## src/rtl/alu_pkg.sv

```systemverilog
// Shared definitions for the ALU sequencing controller: opcodes, FSM states,
// flag bit positions and the reserved-opcode predicate.
package alu_pkg;

  localparam logic [3:0] OP_AND  = 4'b0000;
  localparam logic [3:0] OP_EOR  = 4'b0001;
  localparam logic [3:0] OP_SUB  = 4'b0010;
  localparam logic [3:0] OP_RSB  = 4'b0011;
  localparam logic [3:0] OP_ADD  = 4'b0100;
  localparam logic [3:0] OP_ADC  = 4'b0101;
  localparam logic [3:0] OP_SBC  = 4'b0110;
  localparam logic [3:0] OP_RSC  = 4'b0111;
  localparam logic [3:0] OP_MOVA = 4'b1000;
  localparam logic [3:0] OP_SUB4 = 4'b1010;
  localparam logic [3:0] OP_ORR  = 4'b1100;
  localparam logic [3:0] OP_MOVB = 4'b1101;
  localparam logic [3:0] OP_BIC  = 4'b1110;
  localparam logic [3:0] OP_MVN  = 4'b1111;

  localparam logic [3:0] OP_RSV9 = 4'b1001;
  localparam logic [3:0] OP_RSVB = 4'b1011;

  // Flag register bit positions: {N, Z, C, V}
  localparam int unsigned NZCV_N = 3;
  localparam int unsigned NZCV_Z = 2;
  localparam int unsigned NZCV_C = 1;
  localparam int unsigned NZCV_V = 0;

  typedef enum logic [1:0] {
    ST_IDLE = 2'd0,
    ST_EXEC = 2'd1,
    ST_RESP = 2'd2
  } state_e;

  function automatic logic is_reserved(input logic [3:0] op);
    return (op == OP_RSV9) || (op == OP_RSVB);
  endfunction

endpackage

```

## src/rtl/alu_exec_ctrl_nzcv_reg.sv

```systemverilog
// Architectural NZCV flag register. An ALU commit and a direct MSR write may
// land on the same edge; the ALU commit takes priority.
module nzcv_reg #(
  parameter logic [3:0] NZCV_RST = 4'b0000
) (
  input  logic       clk_i,
  input  logic       rst_ni,
  input  logic       alu_we_i,
  input  logic [3:0] alu_nzcv_i,
  input  logic       msr_we_i,
  input  logic [3:0] msr_nzcv_i,
  output logic [3:0] nzcv_o
);

  logic [3:0] nzcv_q;
  logic [3:0] nzcv_d;

  // Next flag value: ALU commit over MSR write over hold
  always_comb begin
    nzcv_d = nzcv_q;
    if (alu_we_i) begin
      nzcv_d = alu_nzcv_i;
    end else if (msr_we_i) begin
      nzcv_d = msr_nzcv_i;
    end
  end

  // Flag storage with synchronous reset
  always_ff @(posedge clk_i) begin
    if (!rst_ni) begin
      nzcv_q <= NZCV_RST;
    end else begin
      nzcv_q <= nzcv_d;
    end
  end

  assign nzcv_o = nzcv_q;

endmodule

```

## src/rtl/alu_exec_ctrl.sv

```systemverilog
// Sequencing controller for the shared combinational ALU: accepts a request,
// holds the operands for SETTLE cycles, captures F/NZCV, returns the result
// and optionally commits the flags into the architectural register.
module alu_exec_ctrl
  import alu_pkg::*;
#(
  parameter int unsigned SETTLE   = 1,
  parameter logic [3:0]  NZCV_RST = 4'b0000
) (
  input  logic        clk,
  input  logic        rst_n,
  input  logic        req_valid,
  output logic        req_ready,
  input  logic [3:0]  req_op,
  input  logic [31:0] req_a,
  input  logic [31:0] req_b,
  input  logic        req_s,
  input  logic        req_shc,
  output logic        res_valid,
  input  logic        res_ready,
  output logic [31:0] res_f,
  output logic [3:0]  res_nzcv,
  output logic        res_err,
  output logic [3:0]  alu_op,
  output logic [31:0] alu_a,
  output logic [31:0] alu_b,
  output logic        alu_cf,
  output logic        alu_vf,
  output logic        alu_shc,
  input  logic [31:0] alu_f,
  input  logic [3:0]  alu_nzcv,
  input  logic        msr_we,
  input  logic [3:0]  msr_nzcv,
  output logic [3:0]  nzcv
);

  state_e      state_q,    state_d;
  logic [3:0]  cnt_q,      cnt_d;
  logic [3:0]  alu_op_q,   alu_op_d;
  logic [31:0] alu_a_q,    alu_a_d;
  logic [31:0] alu_b_q,    alu_b_d;
  logic        alu_cf_q,   alu_cf_d;
  logic        alu_vf_q,   alu_vf_d;
  logic        alu_shc_q,  alu_shc_d;
  logic        s_q,        s_d;
  logic        res_valid_q, res_valid_d;
  logic [31:0] res_f_q,    res_f_d;
  logic [3:0]  res_nzcv_q, res_nzcv_d;
  logic        res_err_q,  res_err_d;
  logic        commit;
  logic        rsv;

  // Next-state, datapath latches and handshake outputs
  always_comb begin
    state_d     = state_q;
    cnt_d       = cnt_q;
    alu_op_d    = alu_op_q;
    alu_a_d     = alu_a_q;
    alu_b_d     = alu_b_q;
    alu_cf_d    = alu_cf_q;
    alu_vf_d    = alu_vf_q;
    alu_shc_d   = alu_shc_q;
    s_d         = s_q;
    res_valid_d = res_valid_q;
    res_f_d     = res_f_q;
    res_nzcv_d  = res_nzcv_q;
    res_err_d   = res_err_q;
    req_ready   = 1'b0;
    commit      = 1'b0;
    rsv         = is_reserved(alu_op_q);
    case (state_q)
      ST_IDLE: begin
        req_ready = 1'b1;
        if (req_valid) begin
          alu_op_d  = req_op;
          alu_a_d   = req_a;
          alu_b_d   = req_b;
          s_d       = req_s;
          alu_shc_d = req_shc;
          // Carry/overflow inputs come from the committed flags at accept
          alu_cf_d  = nzcv[NZCV_C];
          alu_vf_d  = nzcv[NZCV_V];
          cnt_d     = 4'(SETTLE - 1);
          state_d   = ST_EXEC;
        end
      end
      ST_EXEC: begin
        if (cnt_q == '0) begin
          res_f_d     = rsv ? '0 : alu_f;
          res_nzcv_d  = rsv ? '0 : alu_nzcv;
          res_err_d   = rsv;
          res_valid_d = 1'b1;
          commit      = s_q && !rsv;
          state_d     = ST_RESP;
        end else begin
          cnt_d = cnt_q - 4'd1;
        end
      end
      ST_RESP: begin
        if (res_ready) begin
          res_valid_d = 1'b0;
          state_d     = ST_IDLE;
        end
      end
      default: state_d = ST_IDLE;
    endcase
  end

  // Controller registers with synchronous reset
  always_ff @(posedge clk) begin
    if (!rst_n) begin
      state_q     <= ST_IDLE;
      cnt_q       <= '0;
      alu_op_q    <= '0;
      alu_a_q     <= '0;
      alu_b_q     <= '0;
      alu_cf_q    <= 1'b0;
      alu_vf_q    <= 1'b0;
      alu_shc_q   <= 1'b0;
      s_q         <= 1'b0;
      res_valid_q <= 1'b0;
      res_f_q     <= '0;
      res_nzcv_q  <= '0;
      res_err_q   <= 1'b0;
    end else begin
      state_q     <= state_d;
      cnt_q       <= cnt_d;
      alu_op_q    <= alu_op_d;
      alu_a_q     <= alu_a_d;
      alu_b_q     <= alu_b_d;
      alu_cf_q    <= alu_cf_d;
      alu_vf_q    <= alu_vf_d;
      alu_shc_q   <= alu_shc_d;
      s_q         <= s_d;
      res_valid_q <= res_valid_d;
      res_f_q     <= res_f_d;
      res_nzcv_q  <= res_nzcv_d;
      res_err_q   <= res_err_d;
    end
  end

  nzcv_reg #(
    .NZCV_RST (NZCV_RST)
  ) u_nzcv_reg (
    .clk_i      (clk),
    .rst_ni     (rst_n),
    .alu_we_i   (commit),
    .alu_nzcv_i (alu_nzcv),
    .msr_we_i   (msr_we),
    .msr_nzcv_i (msr_nzcv),
    .nzcv_o     (nzcv)
  );

  assign res_valid = res_valid_q;
  assign res_f     = res_f_q;
  assign res_nzcv  = res_nzcv_q;
  assign res_err   = res_err_q;
  assign alu_op    = alu_op_q;
  assign alu_a     = alu_a_q;
  assign alu_b     = alu_b_q;
  assign alu_cf    = alu_cf_q;
  assign alu_vf    = alu_vf_q;
  assign alu_shc   = alu_shc_q;

endmodule

```

## config.mk

```make
export PLATFORM = sky130hd
export DESIGN_NAME = alu_exec_ctrl
export DESIGN_NICKNAME = d
export VERILOG_FILES = /design/src/rtl/alu_pkg.sv /design/src/rtl/alu_exec_ctrl_nzcv_reg.sv /design/src/rtl/alu_exec_ctrl.sv
export SDC_FILE = /design/constraint.sdc
export NUM_CORES = 1
export LEC_CHECK = 0
export ABC_AREA = 1
export ABC_CLOCK_PERIOD_IN_PS = 2200
export CORE_MARGIN = 2
export CORE_UTILIZATION = 30
export CTS_CLUSTER_SIZE = 25
export DETAILED_ROUTE_END_ITERATION = 8
export PLACE_DENSITY_LB_ADDON = 0.12
export SETUP_SLACK_MARGIN = 0.1
export SYNTH_ARGS = -nofsm -noshare
export SYNTH_HDL_FRONTEND = slang
export SYNTH_SLANG_ARGS = --single-unit
```

## constraint.sdc

```tcl
create_clock -name clk -period 2.2 [get_ports clk]
set_clock_uncertainty 0.15 [all_clocks]
set_input_delay 0.55 -clock clk [delete_from_list [all_inputs] [get_ports clk]]
set_output_delay 0.55 -clock clk [all_outputs]
set_load 0.05 [all_outputs]
```

# --- Yosys cells after proc, flatten, opt, wreduce, memory -nomap -nowiden ---
# Index checks and enable logic that the tools add are counted.
op_classes:
  eq_ne: 8
  n_reduce_logical: 13
  n_addsub: 1
  mux: 17
ops:
  columns: ["cell", "count"]
  rows:
  - ["32-bit two-way mux", 1]
  - ["4-bit two-way mux", 5]
  - ["3-bit AND reduction", 3]
  - ["4-bit equality test, second input constant", 2]
  - ["2-bit inequality test, second input constant", 4]
  - ["4-bit one-hot mux with 2 select lines", 1]
  - ["2-bit two-way mux", 3]
  - ["2-bit one-hot mux with 3 select lines", 1]
  - ["2-bit nonzero test", 3]
  - ["1-bit two-way mux", 5]
  - ["4-bit zero test", 1]
  - ["2-bit AND reduction", 2]
  - ["4-bit by 1-bit subtractor with 4-bit output, second input constant", 1]
  - ["2-bit by 1-bit equality test with 1-bit output, second input constant", 1]
  - ["2-bit equality test, second input constant", 1]
  - ["2-bit zero test", 1]
  - ["1-bit one-hot mux with 2 select lines", 1]
  - ["1-bit logical AND", 1]
  - ["1-bit zero test", 1]
  - ["1-bit logical OR", 1]
totals:
  out_inout_bits: 114
  input_bits: 115
  regBits: 120
  elab_cells: 53

# --- Depth between registers and ports, before layout ---
logic_depth:
  word_depth: 7
  depth_mapped: 9
  mapped_depth_nobuf: 9

# --- By module ---
# From an unflattened synthesis, not the netlist that was laid out.
hier_totals:
  hier_cells: 549
  area_unflattened_um2: 4260.3
modules_own_cells:
  columns: ["mod", "instances", "seq_area_each_um2", "area_per_inst_um2", "cells_per_inst"]
  rows:
  - ["alu_exec_ctrl", 1, 2322.2, 4070.2, 519]
  - ["nzcv_reg", 1, 80.1, 190.2, 30]

# --- Worst setup path after synthesis ---
# No wires, ideal clock.
synth_timing:
  path_kind: "flip-flop to flip-flop"
  from: "register state_q[0]"
  to: "register alu_cf_q (netlist: alu_cf)"
  n_path_buf: 2
  stages_incl_launch_ff: 7
  required_time_ns: 1.934
  arrival_time_ns: 1.761
  slack_ns: 0.172
  synth_period_minus_slack_ns: 2.028
  setup_ns: 0.116
  path_cell_list: "dfxtp_1 nor2_1 nand2_1 buf_2 clkbuf_1 o21ai_0 nor2_1"
synth_between:
  elab_chain_cells: 2
synth_lines:
  columns: ["element", "line_no", "text"]
  rows:
  - ["start: declaration", "alu_exec_ctrl.sv:37", "state_e state_q, state_d;"]
  - ["start signal: assignment", "alu_exec_ctrl.sv:126", "state_q <= state_d;"]
  - ["2-bit zero test", "alu_exec_ctrl.sv:71", "case (state_q)"]
  - ["2-bit AND reduction (no source line)", null, null]
  - ["end signal: assignment", "alu_exec_ctrl.sv:131", "alu_cf_q <= alu_cf_d;"]
  - ["end: declaration", "alu_exec_ctrl.sv:42", "logic alu_cf_q, alu_cf_d;"]
# Every way passes these cells.
# A chain may end at the register's enable or synchronous reset.

# --- Final worst setup path ---
layout_timing:
  from: "register alu_a_q[9] (netlist: alu_a[9])"
  to: "output alu_a[9]"
layout_rtl:
  columns: ["element", "line_no", "text"]
  rows:
  - ["start: declaration", "alu_exec_ctrl.sv:40", "logic [31:0] alu_a_q, alu_a_d;"]
  - ["start signal: assignment", "alu_exec_ctrl.sv:129", "alu_a_q <= alu_a_d;"]
  - ["end: declaration", "alu_exec_ctrl.sv:25", "output logic [31:0] alu_a,"]
# No word-level cell between the ends.

==> flow_metrics.tcl <==
set metrics [dict create \
    crit_type "reg2out" \
    worst-path-stages 1 \
    drv_cap 0 \
    gp_congestion 0.735 \
    cts_setup_buffers 0 \
    clockBufferDepth 2 \
    start_util_pct 30.9 \
    power.total_w 0.00736 \
    power_density_mw_per_mm2 1030 \
    finalHoldViolCount 0 \
    path_delay_family "buffers and inverters" \
    grt_max_degree 52 \
    nets 895 \
    drtAntennaViolNets 0 \
    p_leak_nw 3.20 \
    vias_per_cell 4.47 \
    use_met3_pct 4.40 \
    drcViolationCount 0 \
    busiest_layer "met2" \
    hpwlAfterDp_mm 9.31 \
    netlist_area_sq_mm 0.00430 \
    drt_wl_total_mm 13.0 \
    htree_num_levels 4 \
    cpPeakStageDelay_ns 0.54 \
    path_buf_inv 1 \
    seqCellArea_sq_mm 0.00240 \
    ir_drop_uv 467 \
    die_y_um 124 \
    arrival_ns 1.28 \
    cts_tree "yes" \
    grt_pass1_vias 4015 \
    crit_fanout 2 \
    grt_pass1_wl_mm 19.6 \
    rows 43 \
    maxSlewViolCount 0 \
    synth_nets 673 \
    multi_input_comb_area_sq_mm 0.00170 \
    root_buffer "clkbuf_16" \
    io_pins 229 \
    r2r_cells 8 \
    crit_chain "dlygate4sd2_1" \
    yosysSeqAreaShare_pct 55.8 \
    maxSlewHeadroom_pct 65.1 \
    setup_tns_ns 0 \
    hold_depth 2 \
    grt_overflow 0 \
    timing.final.crit_share_pct 90.0 \
    status "completed" \
    crit_slowest_cell "dlygate4sd2_1" \
    cts_buffers 17 \
    clk_pin_slew_worst_paths_ns 0.05 \
    drive_above_1_share_pct 10.5 \
    synth.avg_cell_area_sq_um 7.74 \
    ys_warn_count 0 \
    crit_path_end_kind "output pin" \
    worstMarginPinSlew_ns 0.525 \
    ys_types 21 \
    drtIter0Drc 235 \
    die-width_um 124 \
    startpoint_type "flip-flop" \
    ctsHoldBuffers 0 \
    fillers 1383 \
    syn_inst 556 \
    critical_path_required_ns 1.50 \
    syn2layout_area_growth_pct 66.3 \
    clk_latency_ns 0.40 \
    ys_ff_latch 120 \
    use_met2_pct 27.6 \
    setup_viol 0 \
    rsz0062_at_grt "no" \
    dieArea_sq_mm 0.0153 \
    placeableCoreArea_sq_mm 0.0139 \
    antenna_found_initial 0 \
    period_minus_slack_ns 1.98 \
    port_buffers 228 \
    antennaDiodeCount 0 \
    dr.pass1.iters 4 \
    detail_route.wl_per_cell_um 13.4 \
    grt_use_total_pct 16.6 \
    clock-sinks 120 \
    vias 4336 \
    maxClockFrequency_ghz 0.505 \
    met1_usage_pct 20.1 \
    hold_path.class "reg2reg" \
]
cell usage in the layout, fill, tap and decap left out, drive strengths merged:
cell	Yosys	final
a21oi	45	45
buf	9	43
dlygate4sd2	0	80
nand2	96	96
nand3	6	6
clkbuf	25	21
dfxtp	120	120
nor3	2	2
inv	13	13
ha	2	2
nand3b	3	3
nor2	160	161
bufinv	0	3
o21ai	75	75
clkdlybuf4s50	0	113
clkinv	0	7
Yosys cell counts:
cell | instances | share of area (%)
nand3b_1 | 3 | 0.52
nor2_4 | 2 | 0.52
inv_1 | 10 | 0.87
clkbuf_1 | 24 | 2.1
dfxtp_1 | 120 | 56
nand2_1 | 95 | 8.3
nor3_1 | 2 | 0.23
inv_4 | 1 | 0.15
nor2_1 | 157 | 14
nand3_1 | 6 | 0.70
nor2_8 | 1 | 0.47
nand2_2 | 1 | 0.15
ha_1 | 2 | 0.58
buf_2 | 5 | 0.58
buf_4 | 1 | 0.17
a21oi_1 | 45 | 5.2
o21ai_2 | 1 | 0.20
o21ai_0 | 74 | 8.6
buf_6 | 3 | 0.79
inv_2 | 2 | 0.17
clkbuf_2 | 1 | 0.12
repair_timing:
action | CTS | global route
endpoints found under the setup margin | 80 | 15
pin swaps | 0 | 1
gates cloned | 0 | 1
resized for setup | 80 | 0
metal layers:
metal  vias to the layer above  share of wire (%)
li1                       2223                  -
met1                      1951                 42
met2                       149                 49
met3                        13                7.9
met4                         0                1.3
met5                         -                  0
tightest hold or removal path: stages (launching register included):
cell,delay (ns)
dfxtp_1,0.29
inv_1,0.06
a21oi_1,0.06
sequential cells by signal, indices dropped and copies added, names as in the netlist, 2 cells and up:
signal	flops
alu_a	32
alu_b	32
res_f	32
alu_op	4
cnt_q	4
res_nzcv	4
u_nzcv_reg.nzcv_o	4
state_q	2
cell type report:
cell class / instances / area share (%)
tap: 180 / 3.15
sequential: 120 / 33.6
clock buffer: 21 / 6.58
inverter: 13 / 0.717
multi-input combinational: 390 / 23.8
timing repair buffer: 236 / 30.4
clock inverter: 10 / 1.75
cell families after synthesis:
group                      count (synthesis)  share of synthesized area [%]
and+or+nand+nor                          267                           24.6
buffers and inverters                     47                           4.94
adders and majority gates                  2                          0.582
AOI/OAI and AO/OA                        120                           14.0
DFF                                      120                           55.8
final timing paths:
check | end | from | slack, ns
hold / removal | s_q$_SDFFE_PN0P_ | s_q$_SDFFE_PN0P_ | 0.30
setup reg to reg | res_f[25]$_SDFFE_PN0P_ | cnt_q[0]$_SDFFE_PN0P_ | 0.29
hold reg to reg | s_q$_SDFFE_PN0P_ | s_q$_SDFFE_PN0P_ | 0.30
setup / recovery | alu_a[9] | alu_a[9]$_SDFFE_PN0P_ | 0.22
metrics by stage:
stage	instance area [sq um]	std cells	utilization, %	hold slack (ns)	worst slack (ns)
2_1_floorplan	4300	556	-	0.276	0.172
3_3_place_gp	6650	938	47.7	0.299	0.265
3_5_place_dp	6650	938	47.7	0.300	0.224
4_1_cts	7140	969	51.2	0.307	0.187
5_1_grt	7150	970	51.3	0.326	0.112
6_report	7150	970	51.3	0.305	0.220
power by group:
group,internal [W],total (W),switching [W]
sequential,0.00243,0.00255,0.000127
clock,0.00185,0.00276,0.000916
combinational,0.000640,0.00204,0.00140
total,0.00491,0.00736,0.00245
No activity file was read; power rests on OpenSTA's default activity.
